--- src/rtl/param_fifo_ctrl_if.sv ---
// -----------------------------------------------------------------------------
// param_fifo_ctrl_if
//   Handshake and status bundle between a producer/consumer and the
//   param_fifo_ctrl FIFO. Clock and reset are not part of the bundle.
//
//   Parameters
//     FIFOWIDTH  data word width
//     ADDRWIDTH  pointer width, DEPTH = 2**ADDRWIDTH
//
//   Signals (direction seen from the FIFO, i.e. the slave modport)
//     write, read, clear_flags   in   push / pop request, sticky flag clear
//     data_in                    in   write data
//     data_out, data_valid       out  read data and its qualifier
//     full, empty                out  Count == DEPTH / Count == 0
//     almost_full, almost_empty  out  threshold decodes of Count
//     count                      out  occupancy 0..DEPTH
//     rd_ptr, wr_ptr             out  next read / write address
//     ov, un                     out  sticky overflow / underflow
// -----------------------------------------------------------------------------
interface param_fifo_ctrl_if #(
  parameter int FIFOWIDTH = 32,
  parameter int ADDRWIDTH = 4
);
  logic                 write;
  logic                 read;
  logic                 clear_flags;
  logic [FIFOWIDTH-1:0] data_in;
  logic [FIFOWIDTH-1:0] data_out;
  logic                 data_valid;
  logic                 full;
  logic                 empty;
  logic                 almost_full;
  logic                 almost_empty;
  logic [ADDRWIDTH:0]   count;
  logic [ADDRWIDTH-1:0] rd_ptr;
  logic [ADDRWIDTH-1:0] wr_ptr;
  logic                 ov;
  logic                 un;

  modport master (
    output write, read, clear_flags, data_in,
    input  data_out, data_valid, full, empty, almost_full, almost_empty,
           count, rd_ptr, wr_ptr, ov, un
  );

  modport slave (
    input  write, read, clear_flags, data_in,
    output data_out, data_valid, full, empty, almost_full, almost_empty,
           count, rd_ptr, wr_ptr, ov, un
  );
endinterface

--- src/rtl/param_fifo_ctrl.sv ---
// -----------------------------------------------------------------------------
// param_fifo_ctrl
//   Parametrised single-clock FIFO with occupancy count, almost-full /
//   almost-empty thresholds and sticky overflow / underflow flags.
//   A read and a write may be accepted in the same cycle; a push into a
//   full FIFO succeeds when a pop is accepted alongside it.
//
//   Build option
//     FIFO_FWFT_EN  defined   : first-word fall-through, data_out shows the
//                               head word whenever the FIFO is not empty and
//                               read acknowledges it.
//                   undefined : standard mode, data_out is registered on an
//                               accepted read, data_valid pulses one cycle.
//
//   Ports
//     clk_i     in   system clock, rising edge
//     rst_n_i   in   asynchronous reset, active low
//     bus       slave modport of param_fifo_ctrl_if (see that file)
// -----------------------------------------------------------------------------
module param_fifo_ctrl #(
  parameter int FIFOWIDTH     = 32,
  parameter int ADDRWIDTH     = 4,
  parameter int AFULL_THRESH  = 14,
  parameter int AEMPTY_THRESH = 2
) (
  input  logic               clk_i,
  input  logic               rst_n_i,
  param_fifo_ctrl_if.slave   bus
);

  localparam int DEPTH = 1 << ADDRWIDTH;
  localparam logic [ADDRWIDTH:0]   CNT_FULL   = (ADDRWIDTH+1)'(DEPTH);
  localparam logic [ADDRWIDTH:0]   CNT_AFULL  = (ADDRWIDTH+1)'(AFULL_THRESH);
  localparam logic [ADDRWIDTH:0]   CNT_AEMPTY = (ADDRWIDTH+1)'(AEMPTY_THRESH);
  localparam logic [ADDRWIDTH:0]   CNT_ONE    = (ADDRWIDTH+1)'(1);
  localparam logic [ADDRWIDTH-1:0] PTR_ONE    = ADDRWIDTH'(1);

  // storage is intentionally not reset; pointers/count define what is live
  logic [FIFOWIDTH-1:0] mem_q [DEPTH];

  logic [ADDRWIDTH:0]   count_q,  count_d;
  logic [ADDRWIDTH-1:0] rd_ptr_q, rd_ptr_d;
  logic [ADDRWIDTH-1:0] wr_ptr_q, wr_ptr_d;
  logic                 ov_q,     ov_d;
  logic                 un_q,     un_d;

  logic full, empty;
  logic rd_ok, wr_ok;
  logic ov_set, un_set;

  // status decodes come from registered count only
  always_comb begin
    empty = (count_q == '0);
    full  = (count_q == CNT_FULL);
  end

  // a pop frees a slot in the same edge, so a full FIFO can still take a push
  always_comb begin
    rd_ok  = bus.read  & ~empty;
    wr_ok  = bus.write & (~full | rd_ok);
    ov_set = bus.write & full & ~rd_ok;
    un_set = bus.read  & empty;
  end

  always_comb begin
    rd_ptr_d = rd_ptr_q;
    wr_ptr_d = wr_ptr_q;
    count_d  = count_q;
    ov_d     = ov_q;
    un_d     = un_q;

    if (rd_ok) rd_ptr_d = rd_ptr_q + PTR_ONE;
    if (wr_ok) wr_ptr_d = wr_ptr_q + PTR_ONE;

    case ({wr_ok, rd_ok})
      2'b10:   count_d = count_q + CNT_ONE;
      2'b01:   count_d = count_q - CNT_ONE;
      default: count_d = count_q;
    endcase

    // clear first so a simultaneous set condition keeps the flag high
    if (bus.clear_flags) begin
      ov_d = 1'b0;
      un_d = 1'b0;
    end
    if (ov_set) ov_d = 1'b1;
    if (un_set) un_d = 1'b1;
  end

  always_ff @(posedge clk_i or negedge rst_n_i) begin
    if (!rst_n_i) begin
      count_q  <= '0;
      rd_ptr_q <= '0;
      wr_ptr_q <= '0;
      ov_q     <= 1'b0;
      un_q     <= 1'b0;
    end else begin
      count_q  <= count_d;
      rd_ptr_q <= rd_ptr_d;
      wr_ptr_q <= wr_ptr_d;
      ov_q     <= ov_d;
      un_q     <= un_d;
    end
  end

  always_ff @(posedge clk_i) begin
    if (wr_ok) mem_q[wr_ptr_q] <= bus.data_in;
  end

`ifdef FIFO_FWFT_EN
  // head word is visible straight from storage; forced to 0 while empty so the
  // output reads 0 out of reset
  always_comb begin
    bus.data_out   = empty ? '0 : mem_q[rd_ptr_q];
    bus.data_valid = ~empty;
  end
`else
  logic [FIFOWIDTH-1:0] data_out_q, data_out_d;
  logic                 data_valid_q, data_valid_d;

  always_comb begin
    data_out_d   = data_out_q;
    data_valid_d = rd_ok;
    if (rd_ok) data_out_d = mem_q[rd_ptr_q];
  end

  always_ff @(posedge clk_i or negedge rst_n_i) begin
    if (!rst_n_i) begin
      data_out_q   <= '0;
      data_valid_q <= 1'b0;
    end else begin
      data_out_q   <= data_out_d;
      data_valid_q <= data_valid_d;
    end
  end

  always_comb begin
    bus.data_out   = data_out_q;
    bus.data_valid = data_valid_q;
  end
`endif

  always_comb begin
    bus.full         = full;
    bus.empty        = empty;
    bus.almost_full  = (count_q >= CNT_AFULL);
    bus.almost_empty = (count_q <= CNT_AEMPTY);
    bus.count        = count_q;
    bus.rd_ptr       = rd_ptr_q;
    bus.wr_ptr       = wr_ptr_q;
    bus.ov           = ov_q;
    bus.un           = un_q;
  end

endmodule

--- src/flat_wrapper.sv ---
// flat-port wrapper written by rule: the top's interface ports become plain ports
module param_fifo_ctrl_flat 
#(
  parameter int FIFOWIDTH     = 32,
  parameter int ADDRWIDTH     = 4,
  parameter int AFULL_THRESH  = 14,
  parameter int AEMPTY_THRESH = 2
)
  (clk_i, rst_n_i, bus_write, bus_read, bus_clear_flags, bus_data_in, bus_data_out, bus_data_valid, bus_full, bus_empty, bus_almost_full, bus_almost_empty, bus_count, bus_rd_ptr, bus_wr_ptr, bus_ov, bus_un);
  param_fifo_ctrl_if #(.FIFOWIDTH(FIFOWIDTH), .ADDRWIDTH(ADDRWIDTH)) bus_i ();
  input  logic clk_i;
  input  logic rst_n_i;
  input wire logic [$bits(bus_i.write)-1:0] bus_write;
  input wire logic [$bits(bus_i.read)-1:0] bus_read;
  input wire logic [$bits(bus_i.clear_flags)-1:0] bus_clear_flags;
  input wire logic [$bits(bus_i.data_in)-1:0] bus_data_in;
  output wire logic [$bits(bus_i.data_out)-1:0] bus_data_out;
  output wire logic [$bits(bus_i.data_valid)-1:0] bus_data_valid;
  output wire logic [$bits(bus_i.full)-1:0] bus_full;
  output wire logic [$bits(bus_i.empty)-1:0] bus_empty;
  output wire logic [$bits(bus_i.almost_full)-1:0] bus_almost_full;
  output wire logic [$bits(bus_i.almost_empty)-1:0] bus_almost_empty;
  output wire logic [$bits(bus_i.count)-1:0] bus_count;
  output wire logic [$bits(bus_i.rd_ptr)-1:0] bus_rd_ptr;
  output wire logic [$bits(bus_i.wr_ptr)-1:0] bus_wr_ptr;
  output wire logic [$bits(bus_i.ov)-1:0] bus_ov;
  output wire logic [$bits(bus_i.un)-1:0] bus_un;
  assign bus_i.write = bus_write;
  assign bus_i.read = bus_read;
  assign bus_i.clear_flags = bus_clear_flags;
  assign bus_i.data_in = bus_data_in;
  assign bus_data_out = bus_i.data_out;
  assign bus_data_valid = bus_i.data_valid;
  assign bus_full = bus_i.full;
  assign bus_empty = bus_i.empty;
  assign bus_almost_full = bus_i.almost_full;
  assign bus_almost_empty = bus_i.almost_empty;
  assign bus_count = bus_i.count;
  assign bus_rd_ptr = bus_i.rd_ptr;
  assign bus_wr_ptr = bus_i.wr_ptr;
  assign bus_ov = bus_i.ov;
  assign bus_un = bus_i.un;
  param_fifo_ctrl #(.FIFOWIDTH(FIFOWIDTH), .ADDRWIDTH(ADDRWIDTH), .AFULL_THRESH(AFULL_THRESH), .AEMPTY_THRESH(AEMPTY_THRESH)) u_core (.clk_i(clk_i), .rst_n_i(rst_n_i), .bus(bus_i));
endmodule
--- config.mk ---
export PLATFORM = sky130hd
export DESIGN_NAME = param_fifo_ctrl_flat
export DESIGN_NICKNAME = d
export VERILOG_FILES = /design/src/rtl/param_fifo_ctrl_if.sv /design/src/rtl/param_fifo_ctrl.sv /design/src/flat_wrapper.sv
export SDC_FILE = /design/constraint.sdc
export NUM_CORES = 1
export LEC_CHECK = 0
export BUFFER_PORTS_ARGS = -buffer_cell sky130_fd_sc_hd__buf_2
export CAP_MARGIN = 5
export CORE_MARGIN = 3
export CORE_UTILIZATION = 30
export CTS_CLUSTER_SIZE = 30
export DETAILED_ROUTE_END_ITERATION = 7
export GPL_TIMING_DRIVEN = 0
export PLACE_DENSITY = 0.43
export RECOVER_POWER = 25
export SETUP_SLACK_MARGIN = 0.3
export SLEW_MARGIN = 10
export SYNTH_ARGS = -nofsm -noshare
export SYNTH_HDL_FRONTEND = slang
export SYNTH_SLANG_ARGS = --single-unit
--- constraint.sdc ---
create_clock -name clk_i -period 5.9 [get_ports clk_i]
set_clock_uncertainty 0.15 [all_clocks]
set_input_delay 0.59 -clock clk_i [delete_from_list [all_inputs] [get_ports clk_i]]
set_output_delay 0.59 -clock clk_i [all_outputs]
set_load 0.005 [all_outputs]
== Word level (Yosys, flattened, before mapping) ==
Memories as Yosys holds them, arrays and structs flattened. A register that Yosys moved wholly into a read port is not among the register bits.
Index checks and enable logic that the tools add are counted.

* Add/sub/neg operators: 4
* Magnitude comparators: 2
* Equal/unequal tests: 3
* Mux-type cells: 6
* Bitwise operators: 9
* Reductions and logical operators: 5

{| class="wikitable"
|+ Operator list
! operator !! number
|-
| 5-bit case mux with 2 select lines || 1
|-
| 4-bit by 1-bit adder with 4-bit output, second input constant || 2
|-
| 2-bit nonzero test || 3
|-
| 5-bit by 1-bit adder with 5-bit output, second input constant || 1
|-
| 1-bit AND || 5
|-
| 5-bit equality test, second input constant || 1
|-
| 5-bit by 4-bit >= comparator with 1-bit output, second input constant || 1
|-
| 5-bit by 2-bit <= comparator with 1-bit output, second input constant || 1
|-
| 5-bit logical NOT || 1
|-
| 1-bit 2-to-1 mux || 5
|-
| 5-bit by 1-bit subtractor with 5-bit output, second input constant || 1
|-
| 1-bit NOT || 3
|-
| 2-bit by 1-bit equality test with 1-bit output, second input constant || 1
|-
| 2-bit equality test, second input constant || 1
|-
| 1-bit logical NOT || 1
|-
| 1-bit OR || 1
|}

* Flip-flop bits (word level): 16
* Bits in writable memories: 512
* Logic and storage cells: 36
* Memories kept: 1

{| class="wikitable"
|+ Memory list
! memory !! depth !! bits a word !! rd ports !! clocked after Yosys merged registers in !! write ports !! RTL line !! text
|-
| u_core.mem_q || 16 || 32 || 1 || 1 || 1 || param_fifo_ctrl.sv:39 || <nowiki>logic [FIFOWIDTH-1:0] mem_q [DEPTH];</nowiki>
|}

== Depth between registers and ports, before layout ==
Gate-level depths: netlist of the first run.

* Depth after elaboration: 7
* Depth in mapped cells: 13
* Gate-level depth less buffers: 10

== Least setup slack after synthesis of the first run ==
OpenSTA, ideal clock, no wires.

* Path type: register to register
* Start: register u_core.count_q[0], in the netlist u_core.bus.count[0]
* End: memory u_core.mem_q[3][0], enable pin
* Arrival time: 3.555 ns
* Required time: 5.289 ns
* Slack: 1.734 ns
* Stages on the path, launching flop included: 6
* Path through: dfrtp_1 clkbuf_1 nor2_1 a31oi_2 nand2_1 nor3_1

* Longest elaborated chain between the ends: 7
* Elaborated cells on any way between the ends: 9

{| class="wikitable"
|+ RTL lines
! what !! RTL line !! text
|-
| from (decl) || param_fifo_ctrl.sv:41 || <nowiki>logic [ADDRWIDTH:0] count_q, count_d;</nowiki>
|-
| from (signal assigned) || param_fifo_ctrl.sv:98 || <nowiki>count_q <= count_d;</nowiki>
|-
| 5-bit logical NOT || param_fifo_ctrl.sv:53 || <nowiki>empty = (count_q == '0);</nowiki>
|-
| 1-bit NOT || param_fifo_ctrl.sv:59 || <nowiki>rd_ok = bus.read & ~empty;</nowiki>
|-
| 1-bit AND || param_fifo_ctrl.sv:59 ||
|-
| 1-bit OR * || param_fifo_ctrl.sv:60 || <nowiki>wr_ok = bus.write & (~full | rd_ok);</nowiki>
|-
| 1-bit AND * || param_fifo_ctrl.sv:60 ||
|-
| 1-bit 2-to-1 mux * || param_fifo_ctrl.sv:107 || <nowiki>if (wr_ok) mem_q[wr_ptr_q] <= bus.data_in;</nowiki>
|-
| 1-bit 2-to-1 mux (implied by the code) * || param_fifo_ctrl.sv:107 ||
|-
| to (decl) || param_fifo_ctrl.sv:39 ||
|}

Mark *: on every way between the ends. The rest lies on a longest branch, timed or not.

== Worst setup path in the final report of the first run ==
* Start: register u_core.count_q[0], in the netlist u_core.bus.count[0]
* End: memory u_core.mem_q[3][14], enable pin

The elaborated chain is that of the path after synthesis.

==> results.json, run 1 <==
{
  "worstPathRequired_ps": 6060,
  "synth.most_common_cell": "edfxtp_1",
  "fin_util": 0.3609,
  "floorplan.initialDensity": 0.3035,
  "final_layout_size_suffix_gt1_frac": 0.3331,
  "cts-root-buf": "clkbuf_16",
  "drv_cap": 0,
  "io_buffers": 88,
  "fmax_ghz": 0.2853,
  "cts_resized": 0,
  "row_count": 97,
  "drt-pass1-iter-count": 4,
  "synth_ff_type": "edfxtp_1",
  "wl_per_cell_um": 25.40,
  "die_h_um": 272.6,
  "fin_tns_setup_ps": 0,
  "clkSlewWorstSetupHoldPaths_ps": 60,
  "drc": 0,
  "tightest_slew_ps": 1072,
  "insertion_delay_ps": 610,
  "grt_antenna_before_repair": 1,
  "min_path_type": "in -> reg",
  "reg2reg_depth": 8,
  "core_um2": 70270,
  "syn_nets": 1005,
  "regArea_um2": 16580,
  "intPower_w": 0.008523,
  "grt_max_degree": 44,
  "p_sw_frac": 0.2996,
  "track_usage": 0.1471,
  "slowest_delay_ps": 700,
  "nets": 1188,
  "cts_hold_buf": 1,
  "multi_input_area_um2": 4493,
  "die_width_um": 272.6,
  "synth_seq_cells": 560,
  "yosysTopAreaCellShare": 0.7210,
  "power.combinational.fraction": 0.289,
  "ys_seq_area_frac": 0.7773,
  "cp_cell_sequence": "clkbuf_1 > nor2_1 > a31oi_2 > nand2_1 > nor3_2 > buf_8 > buf_4 > buf_6",
  "yosys_warnings": 0,
  "crit_slowest_cell": "nor3_2",
  "crit_fanout": 9,
  "crit_type": "reg -> reg",
  "total_power_w": 0.01217,
  "fillers": 6508,
  "cts_tree": "yes",
  "grt_setup_unrepaired": "no",
  "dr_total_vias": 10229,
  "drt_wl_total_um": 54170,
  "power.switching_w": 0.003646,
  "async_reset_ff_frac": 0.08571,
  "cp.arrival_ps": 3670,
  "ant_nets": 0,
  "ir_worst_vdd_mv": 0.2129,
  "power_density_nw_per_um2": 479.9,
  "cts_buffers": 60,
  "synth_area_per_cell_um2": 22.21,
  "power_frac_clock": 0.294,
  "die-area_um2": 74320,
  "r2r_slack_ps": 2400,
  "overflow": 0,
  "outcome": "finished, final reports clean",
  "min_path_cells": 3,
  "clock_path_buffers": 3,
  "cts_sinks": 560,
  "synth_cell_types": 38,
  "grt_pass1_vias": 10963,
  "setup_viol": 0,
  "cp-start-kind": "flop",
  "slew_headroom": 0.2851,
  "period_minus_slack_ps": 3505,
  "hold_viol": 0,
  "synth_edf_count": 512,
  "syn_area_um2": 21320,
  "synth_common_cells": "512 x edfxtp_1, 128 x mux4_2, 63 x o22ai_1",
  "min_period_over_period": 0.5940,
  "synthTopCellsByArea": "edfxtp_1 72%, mux4_2 14%, dfrtp_1 5.6%",
  "drv_slew": 0,
  "seqPwrFrac": 0.417,
  "netlist_instances": 960,
  "viasPerCell": 4.796,
  "io_pins": 89,
  "syn_to_final_growth_pct": 18.92,
  "total_leakage_power_nw": 8.096,
  "crit_path_end_kind": "flop",
  "post_cts_buffers": 0,
  "yosys.area.top_type": "edfxtp_1",
  "place.gp.congestion": 0.7027,
  "htree_levels": 2,
  "grt_pass1_wl_um": 78800,
  "hpwl_um": 35260,
  "dr.first_iter.drc_count": 876
}
## cells by family after synthesis
family | after synthesis | synth area share
muxes | 162 | 0.1531
buffers and inverters | 64 | 0.01713
adders and majority gates | 8 | 0.004694
DFF | 560 | 0.7773
xor gates and xnor gates | 13 | 0.005339
AOI/OAI and AO/OA | 111 | 0.03268
and+or+nand+nor | 42 | 0.009681
## sequential cells by signal, indices dropped and copies added, names as in the netlist
| register | flops |
|---|---|
| u_core.bus.rd_ptr | 4 |
| u_core.bus.ov | 1 |
| u_core.bus.data_out | 32 |
| u_core.mem_q | 512 |
| u_core.bus.data_valid | 1 |
| u_core.bus.wr_ptr | 4 |
| u_core.bus.un | 1 |
| u_core.bus.count | 5 |
## power by group through the flow
stage / Sequential (W) / Combinational (W) / Clock, W
after floorplan: 0.00510 / 0.00227 / 0
after global placement: 0.00521 / 0.00348 / 0
after detailed placement: 0.00517 / 0.00364 / 0
after CTS: 0.00509 / 0.00364 / 0.00368
after global routing: 0.00512 / 0.00382 / 0.00383
final: 0.00507 / 0.00352 / 0.00357
## final timing paths
check                                               end           startpoint
max in group asynchronous       u_core.bus.data_out[14]              rst_n_i
worst min-delay path                      u_core.bus.ov      bus_clear_flags
worst max-delay path                u_core.mem_q[3][14]  u_core.bus.count[0]
worst min register to register            u_core.bus.ov        u_core.bus.ov
min in group asynchronous           u_core.bus.count[3]              rst_n_i
worst max register to register      u_core.mem_q[3][14]  u_core.bus.count[0]
## critical path: cells and delay by family (launching register included)
kind / cells / cell delay (ps)
AO/OA/AOI/OAI: 1 / 460
flip-flops: 1 / 390
buffers and inverters: 4 / 950
AND/OR/NAND/NOR: 3 / 1250
## placed cells by master, fill, tap and decap left out, drive strengths merged, types with 6 or more instances in the layout
master and count:
a21oi 35, buf 137, clkbuf 134, clkinv 15, dfrtp 48, edfxtp 512, ha 8, inv 6
mux2 34, mux4 128, nand2 9, nor2 14, nor3 7, o22ai 64, xnor2 6, xor2 7
## metrics by stage
| stage | hold WS, ps | area, um2 | worst slack [ps] | cells |
|---|---|---|---|---|
| finish | 119.9 | 25360 | 2395 | 2133 |
| global route | 99.41 | 25360 | 2063 | 2132 |
| CTS | 64.67 | 25380 | 2272 | 2132 |
| detailed placement | 271.4 | 23520 | 2283 | 2020 |
| global placement | 320.2 | 22940 | -2177 | 1988 |
| floorplan | 144.4 | 21320 | 1734 | 960 |
## area by class of cell
cell class                      instances  area share
Multi-Input combinational cell        336      0.1772
Buffer                                 58     0.01352
Antenna cell                            1  0.00009868
Tap cell                              940     0.04638
Clock inverter                         18    0.005477
Timing Repair Buffer                  121     0.03513
Inverter                                6   0.0008881
Sequential cell                       560      0.6536
Clock buffer                           93     0.06769
## routing by layer
layer	share of wire	GRT usage	vias up	routed length [um]
met4	0.019	0.03841	0	1009
met3	0.036	0.02230	72	1968
met5	0	0	-	0
met2	0.49	0.2460	205	26780
li1	-	-	4412	-
met1	0.45	0.2013	5540	24410
No activity file was read; power rests on OpenSTA's default activity.
==> run 2: changes to the inputs <==
--- a/config.mk
+++ b/config.mk
@@ -5,6 +5,7 @@
 export SDC_FILE = /design/constraint.sdc
 export NUM_CORES = 1
 export LEC_CHECK = 0
+export ABC_AREA = 1
 export BUFFER_PORTS_ARGS = -buffer_cell sky130_fd_sc_hd__buf_2
 export CAP_MARGIN = 5
 export CORE_MARGIN = 3
==> constraint.sdc (replaced) <==
create_clock -name clk_i -period 3.25 [get_ports clk_i]
set_clock_uncertainty 0.15 [all_clocks]
set_input_delay 0.325 -clock clk_i [delete_from_list [all_inputs] [get_ports clk_i]]
set_output_delay 0.325 -clock clk_i [all_outputs]
set_load 0.005 [all_outputs]
==> results.json, run 2 <==
{
  "viasPerCell": 4.788,
  "total_power_w": 0.02513,
  "syn_area_um2": 22790,
  "hold_viol": 0,
  "grt_pass1_vias": 14851,
  "synth_area_per_cell_um2": 11.69,
  "min_period_over_period": 0.8630,
  "yosys_warnings": 0,
  "placedInstanceArea_um2": 24970,
  "min_path_cells": 3,
  "slew_headroom": -0.05498,
  "cp-startpoint": "u_core.bus.count[0]",
  "wl_per_cell_um": 23.04,
  "dr.first_iter.drc_count": 1147,
  "insertion_delay_ps": 630,
  "synthTopCellsByArea": "edfxtp_1 67%, nand2_1 13%, nand3_1 8.7%",
  "core_um2": 74820,
  "fin_tns_setup_ps": 0,
  "synth_common_cells": "805 x nand2_1, 512 x edfxtp_1, 395 x nand3_1",
  "drv_slew": 45,
  "cts-root-buf": "clkbuf_16",
  "grt_pass1_wl_um": 105900,
  "r2r-start": "u_core.bus.count[0]",
  "row_count": 100,
  "die_h_um": 281.6,
  "syn_nets": 1994,
  "cts_buffers": 60,
  "slowest_delay_ps": 700,
  "drc": 0,
  "setup_viol": 0,
  "synth_edf_count": 512,
  "crit_type": "reg -> reg",
  "outcome": "complete, but fails checks",
  "synth_seq_cells": 560,
  "worstPathRequired_ps": 3410,
  "yosys.area.top_type": "edfxtp_1",
  "async_reset_ff_frac": 0.08571,
  "ant_nets": 0,
  "path_common_cell": "nand2_1",
  "violations": "capacitance limit, slew limit",
  "syn_to_final_growth_pct": 20.03,
  "grt_max_degree": 45,
  "clkSlewWorstSetupHoldPaths_ps": 60,
  "ir_worst_vdd_mv": 0.4749,
  "nets": 2211,
  "hpwl_um": 47450,
  "die-area_um2": 79310,
  "power_density_nw_per_um2": 918.6,
  "fmax_ghz": 0.3566,
  "io_pins": 89,
  "clock_path_buffers": 3,
  "diodes": 0,
  "cp.arrival_ps": 2970,
  "total_leakage_power_nw": 10.45,
  "overflow": 0,
  "grt_antenna_before_repair": 0,
  "cp-start-kind": "flop",
  "drv_cap": 1,
  "yosysTopAreaCellShare": 0.6746,
  "floorplan.initialDensity": 0.3046,
  "synth_ff_type": "edfxtp_1",
  "ys_seq_area_frac": 0.7274,
  "io_buffers": 88,
  "tightest_slew_ps": 1582,
  "reg2reg_depth": 9,
  "track_usage": 0.1856,
  "final_layout_size_suffix_gt1_frac": 0.1386,
  "drt-pass1-iter-count": 5,
  "synth_cell_types": 26,
  "top_register": "u_core.mem_q",
  "min_path_type": "in -> reg",
  "synth.most_common_cell": "nand2_1",
  "cts_tree": "yes",
  "dr_total_vias": 15244,
  "holdWs_ps": 300.9,
  "die_width_um": 281.6,
  "drt_wl_total_um": 73350,
  "crit_slowest_cell": "nor2_4",
  "crit_fanout": 17,
  "final_common_cell": "nand2_1",
  "netlist_instances": 1949,
  "largest_reg_flops": 512,
  "fin_util": 0.3656,
  "cp_cell_sequence": "inv_1 > nand3_1 > nor2_2 > nand2_1 > nand2_2 > inv_2 > nand2_1 > nor2_4 > buf_12",
  "crit_path_end_kind": "flop",
  "cts_sinks": 560,
  "grt_setup_unrepaired": "yes",
  "htree_levels": 2,
  "period_minus_slack_ps": 2805,
  "hp-start": "bus_clear_flags",
  "design_area_um2": 27350,
  "place.gp.congestion": 0.7776,
  "final_cell_mix": "805 x nand2_1, 512 x edfxtp_1, 395 x nand3_1"
}
run 2: cell types whose count changed after synthesis, moves of 11 or more:
cell / change
buf_4: +23
mux4_2: -128
mux2_2: -34
o22ai_1: -61
nand3_1: +394
clkbuf_1: -11
inv_1: +15
buf_6: +13
nand2_1: +796
a21oi_1: -34
buf_2: +27
run 2: per-layer routing:
metal / track usage / up-vias / wire length [um]
met3: 0.02542 / 107 / 3346
met2: 0.3134 / 385 / 35390
met5: 0 / - / 0
li1: - / 7173 / -
met4: 0.04611 / 0 / 1693
met1: 0.2536 / 7579 / 32920
run 2: repair_timing:
item                                    CTS  global route
endpoints found under the setup margin    3            77
endpoints found under the hold margin   566             0
hold buffers                             39             0
resized for setup                         2             3
pin swaps                                 0             6
setup buffers                             0             9
run 2: cell families after synthesis:
| family | after synthesis | synth area share |
|---|---|---|
| buffers and inverters | 139 | 0.03854 |
| flip-flops | 560 | 0.7274 |
| AO/OA/AOI/OAI | 11 | 0.002855 |
| AND/OR/NAND/NOR | 1223 | 0.2238 |
| XOR/XNOR | 8 | 0.003075 |
| adder cells (fa/ha/maj) | 8 | 0.004392 |
run 2: layout make-up:
class	count	area [um2]
clock inverter	39	286.5
inverter	26	100.1
sequential	560	16580
clock buffer	72	1598
tap	969	1212
buffer	113	784.5
fill	7371	47470
timing repair buffer	155	1333
multi-input combinational	1250	5463
run 2: worst paths after layout:
kind	end	slack (ps)
worst min-delay path	u_core.bus.ov	300
min in group asynchronous	u_core.bus.count[2]	490
worst min register to register	u_core.bus.data_out[7]	320
max in group asynchronous	u_core.bus.data_out[16]	1360
worst max-delay path	u_core.mem_q[5][14]	450
worst max register to register	u_core.mem_q[5][14]	450
run 2: power by group:
| part | switching (W) | total, W | internal, W | leakage [nW] |
|---|---|---|---|---|
| clock | 0.00289 | 0.00668 | 0.00379 | 0.938 |
| sequential | 0.000343 | 0.00910 | 0.00876 | 5.22 |
| combinational | 0.00653 | 0.00935 | 0.00282 | 4.29 |
run 2: metrics by stage:
step | worst slack (ps) | instances
after CTS | 373.9 | 3175
after global routing | 218.4 | 3184
after global placement | -2151 | 3006
after detailed placement | 140.4 | 3025
final | 445.4 | 3184
after floorplan | 321.5 | 1949
run 2: critical path, delay by kind of cell (launching register included):
family,cells,cell delay [ps]
simple gates,6,1300
buf+inv,3,520
flops,1,480
==> run 3: changes to the inputs <==
--- a/config.mk
+++ b/config.mk
@@ -5,15 +5,12 @@
 export SDC_FILE = /design/constraint.sdc
 export NUM_CORES = 1
 export LEC_CHECK = 0
-export ABC_AREA = 1
 export BUFFER_PORTS_ARGS = -buffer_cell sky130_fd_sc_hd__buf_2
 export CAP_MARGIN = 5
-export CORE_MARGIN = 3
 export CORE_UTILIZATION = 30
 export CTS_CLUSTER_SIZE = 30
 export DETAILED_ROUTE_END_ITERATION = 7
 export GPL_TIMING_DRIVEN = 0
-export PLACE_DENSITY = 0.43
 export RECOVER_POWER = 25
 export SETUP_SLACK_MARGIN = 0.3
 export SLEW_MARGIN = 10
==> results.json, run 3 (same netlist as run 1, synthesis figures left out) <==
{
  "clkSlewWorstSetupHoldPaths_ps": 70,
  "viasPerCell": 4.790,
  "crit_type": "reg -> reg",
  "cts_sinks": 560,
  "grt_antenna_before_repair": 2,
  "dr_total_vias": 10371,
  "diodes": 0,
  "cp_cell_sequence": "buf_6 > or3_4 > o31a_1 > buf_6 > buf_12 > ha_4 > buf_8 > xor2_2 > ha_2 > and3b_1 > o21ai_0 > a21oi_1 > xor2_1",
  "power_density_nw_per_um2": 851.4,
  "hpwl_um": 32460,
  "fin_util": 0.3706,
  "die_h_um": 268.6,
  "die_width_um": 268.6,
  "violations": "capacitance limit, slew limit",
  "crit_slowest_cell": "dfrtp_1",
  "floorplan.initialDensity": 0.3040,
  "io_buffers": 88,
  "r2r-start": "u_core.bus.count[2]",
  "reg2reg_depth": 13,
  "slowest_delay_ps": 390,
  "final_cell_mix": "512 x edfxtp_1, 128 x mux4_2, 85 x buf_2",
  "slew_headroom": -0.05543,
  "min_period_over_period": 0.8997,
  "grt_pass1_wl_um": 73580,
  "grt_setup_unrepaired": "yes",
  "htree_levels": 2,
  "ant_nets": 0,
  "drt-pass1-iter-count": 5,
  "min_path_type": "in -> reg",
  "grt_pass1_vias": 11140,
  "tightest_slew_ps": 1583,
  "insertion_delay_ps": 590,
  "core_um2": 70150,
  "largest_reg_flops": 512,
  "final_common_cell": "edfxtp_1",
  "dpl.cell_count": 2010,
  "wl_per_cell_um": 23.22,
  "critPathBufInv": 4,
  "worstHoldEndpoint": "u_core.bus.wr_ptr[0]",
  "path_delay_family": "buffers and inverters",
  "syn_to_final_growth_pct": 21.93,
  "path_common_cell": "buf_6",
  "drc": 0,
  "setup_viol": 0,
  "drt_wl_total_um": 50280,
  "dr.first_iter.drc_count": 876,
  "crit_path_end_kind": "flop",
  "worstPathRequired_ps": 3560,
  "clock_path_buffers": 3,
  "cts_tree": "yes",
  "track_usage": 0.1410,
  "period_minus_slack_ps": 2924,
  "ir_worst_vdd_mv": 0.5079,
  "drv_cap": 1,
  "cts_buffers": 53,
  "grt_max_degree": 49,
  "drv_slew": 49,
  "fin_cells": 2165,
  "top_register": "u_core.mem_q",
  "row_count": 97,
  "nets": 1226,
  "reg2reg_to": "u_core.bus.count[4]",
  "min_path_cells": 4,
  "hp-start": "bus_write",
  "place.gp.congestion": 0.7516,
  "die-area_um2": 72150,
  "outcome": "complete, but fails checks",
  "final_layout_size_suffix_gt1_frac": 0.3502,
  "cp-start-kind": "flop",
  "hold_viol": 0,
  "total_leakage_power_nw": 8.353,
  "r2r_slack_ps": 330,
  "io_pins": 89,
  "cts-root-buf": "clkbuf_16",
  "cp.arrival_ps": 3240,
  "overflow": 0,
  "fmax_ghz": 0.3420,
  "crit_fanout": 12,
  "holdWs_ps": 35.66
}
==> run 3: cell count changes in the layout (fill, tap and decap cells not counted), sizes merged, moves of 5 or more <==
cell      change
o22ai        +62
inv          -19
nand3       -394
nor3          +7
mux4        +128
clkinvlp      +6
buf          -48
nor2          -5
clkinv       -15
xnor2         +5
a21oi        +35
mux2         +34
nand2       -799
==> run 3: what timing repair did <==
action	CTS	global route
hold buffers	36	0
gates resized for setup	10	7
pin swaps	13	6
setup buffers	16	4
hold endpoints to repair	562	0
endpoints found under the setup margin	353	142
==> run 3: worst max path at each step <==
stage	start	endpoint	slack [ps]	cells after the start
2_1_floorplan	u_core.bus.count[0]	u_core.mem_q[7][0]	-60	5
6_report	u_core.bus.count[2]	u_core.bus.count[4]	330	13
3_3_place_gp	u_core.bus.count[0]	u_core.mem_q[7][12]	-2000	5
5_1_grt	u_core.bus.count[2]	u_core.bus.count[4]	230	13
4_1_cts	u_core.bus.count[3]	u_core.bus.count[4]	220	13
3_5_place_dp	u_core.bus.count[2]	u_core.bus.count[4]	-20	13
==> run 3: worst reg2reg max path: cells and delay by family (launching register included) <==
kind / cells / cell delay, ps
AO/OA/AOI/OAI: 3 / 530
XOR/XNOR: 2 / 290
adder cells (fa/ha/maj): 2 / 360
buffers and inverters: 4 / 560
flip-flops: 1 / 390
AND/OR/NAND/NOR: 2 / 530
==> run 3: through the flow <==
| stage | TNS, ps | area (um2) | power (W) | setup WS [ps] |
|---|---|---|---|---|
| floorplan | -9636 | 21360 | 0.01339 | -61.53 |
| global placement | -724180 | 22980 | 0.01549 | -1999 |
| detailed placement | -19.65 | 23540 | 0.01583 | -19.65 |
| CTS | 0 | 25970 | 0.02236 | 220.2 |
| global route | 0 | 26000 | 0.02305 | 232.6 |
| finish | 0 | 26000 | 0.02214 | 326.1 |
==> run 3: metal layers <==
layer,vias to the layer above,routed length [um],track usage
met5,-,22,0
met4,4,1189,0.04438
met3,70,2331,0.02511
met2,260,25700,0.2438
met1,5560,21040,0.1794
li1,4477,-,-
==> run 3: area by class of cell <==
type / instances / area, um2
Buffer: 58 / 376.6
Multi-Input combinational cell: 336 / 4553
Clock inverter: 33 / 345.3
Timing Repair Buffer: 166 / 1474
Sequential cell: 560 / 16580
Fill cell: 6400 / 44150
Inverter: 6 / 22.52
Clock buffer: 66 / 1476
Tap cell: 940 / 1176
==> run 3: report_power, final <==
group          switching [W]  internal (W)
Sequential          0.000364       0.00881
Combinational        0.00352       0.00306
Clock                0.00267       0.00371
Total                0.00656        0.0156
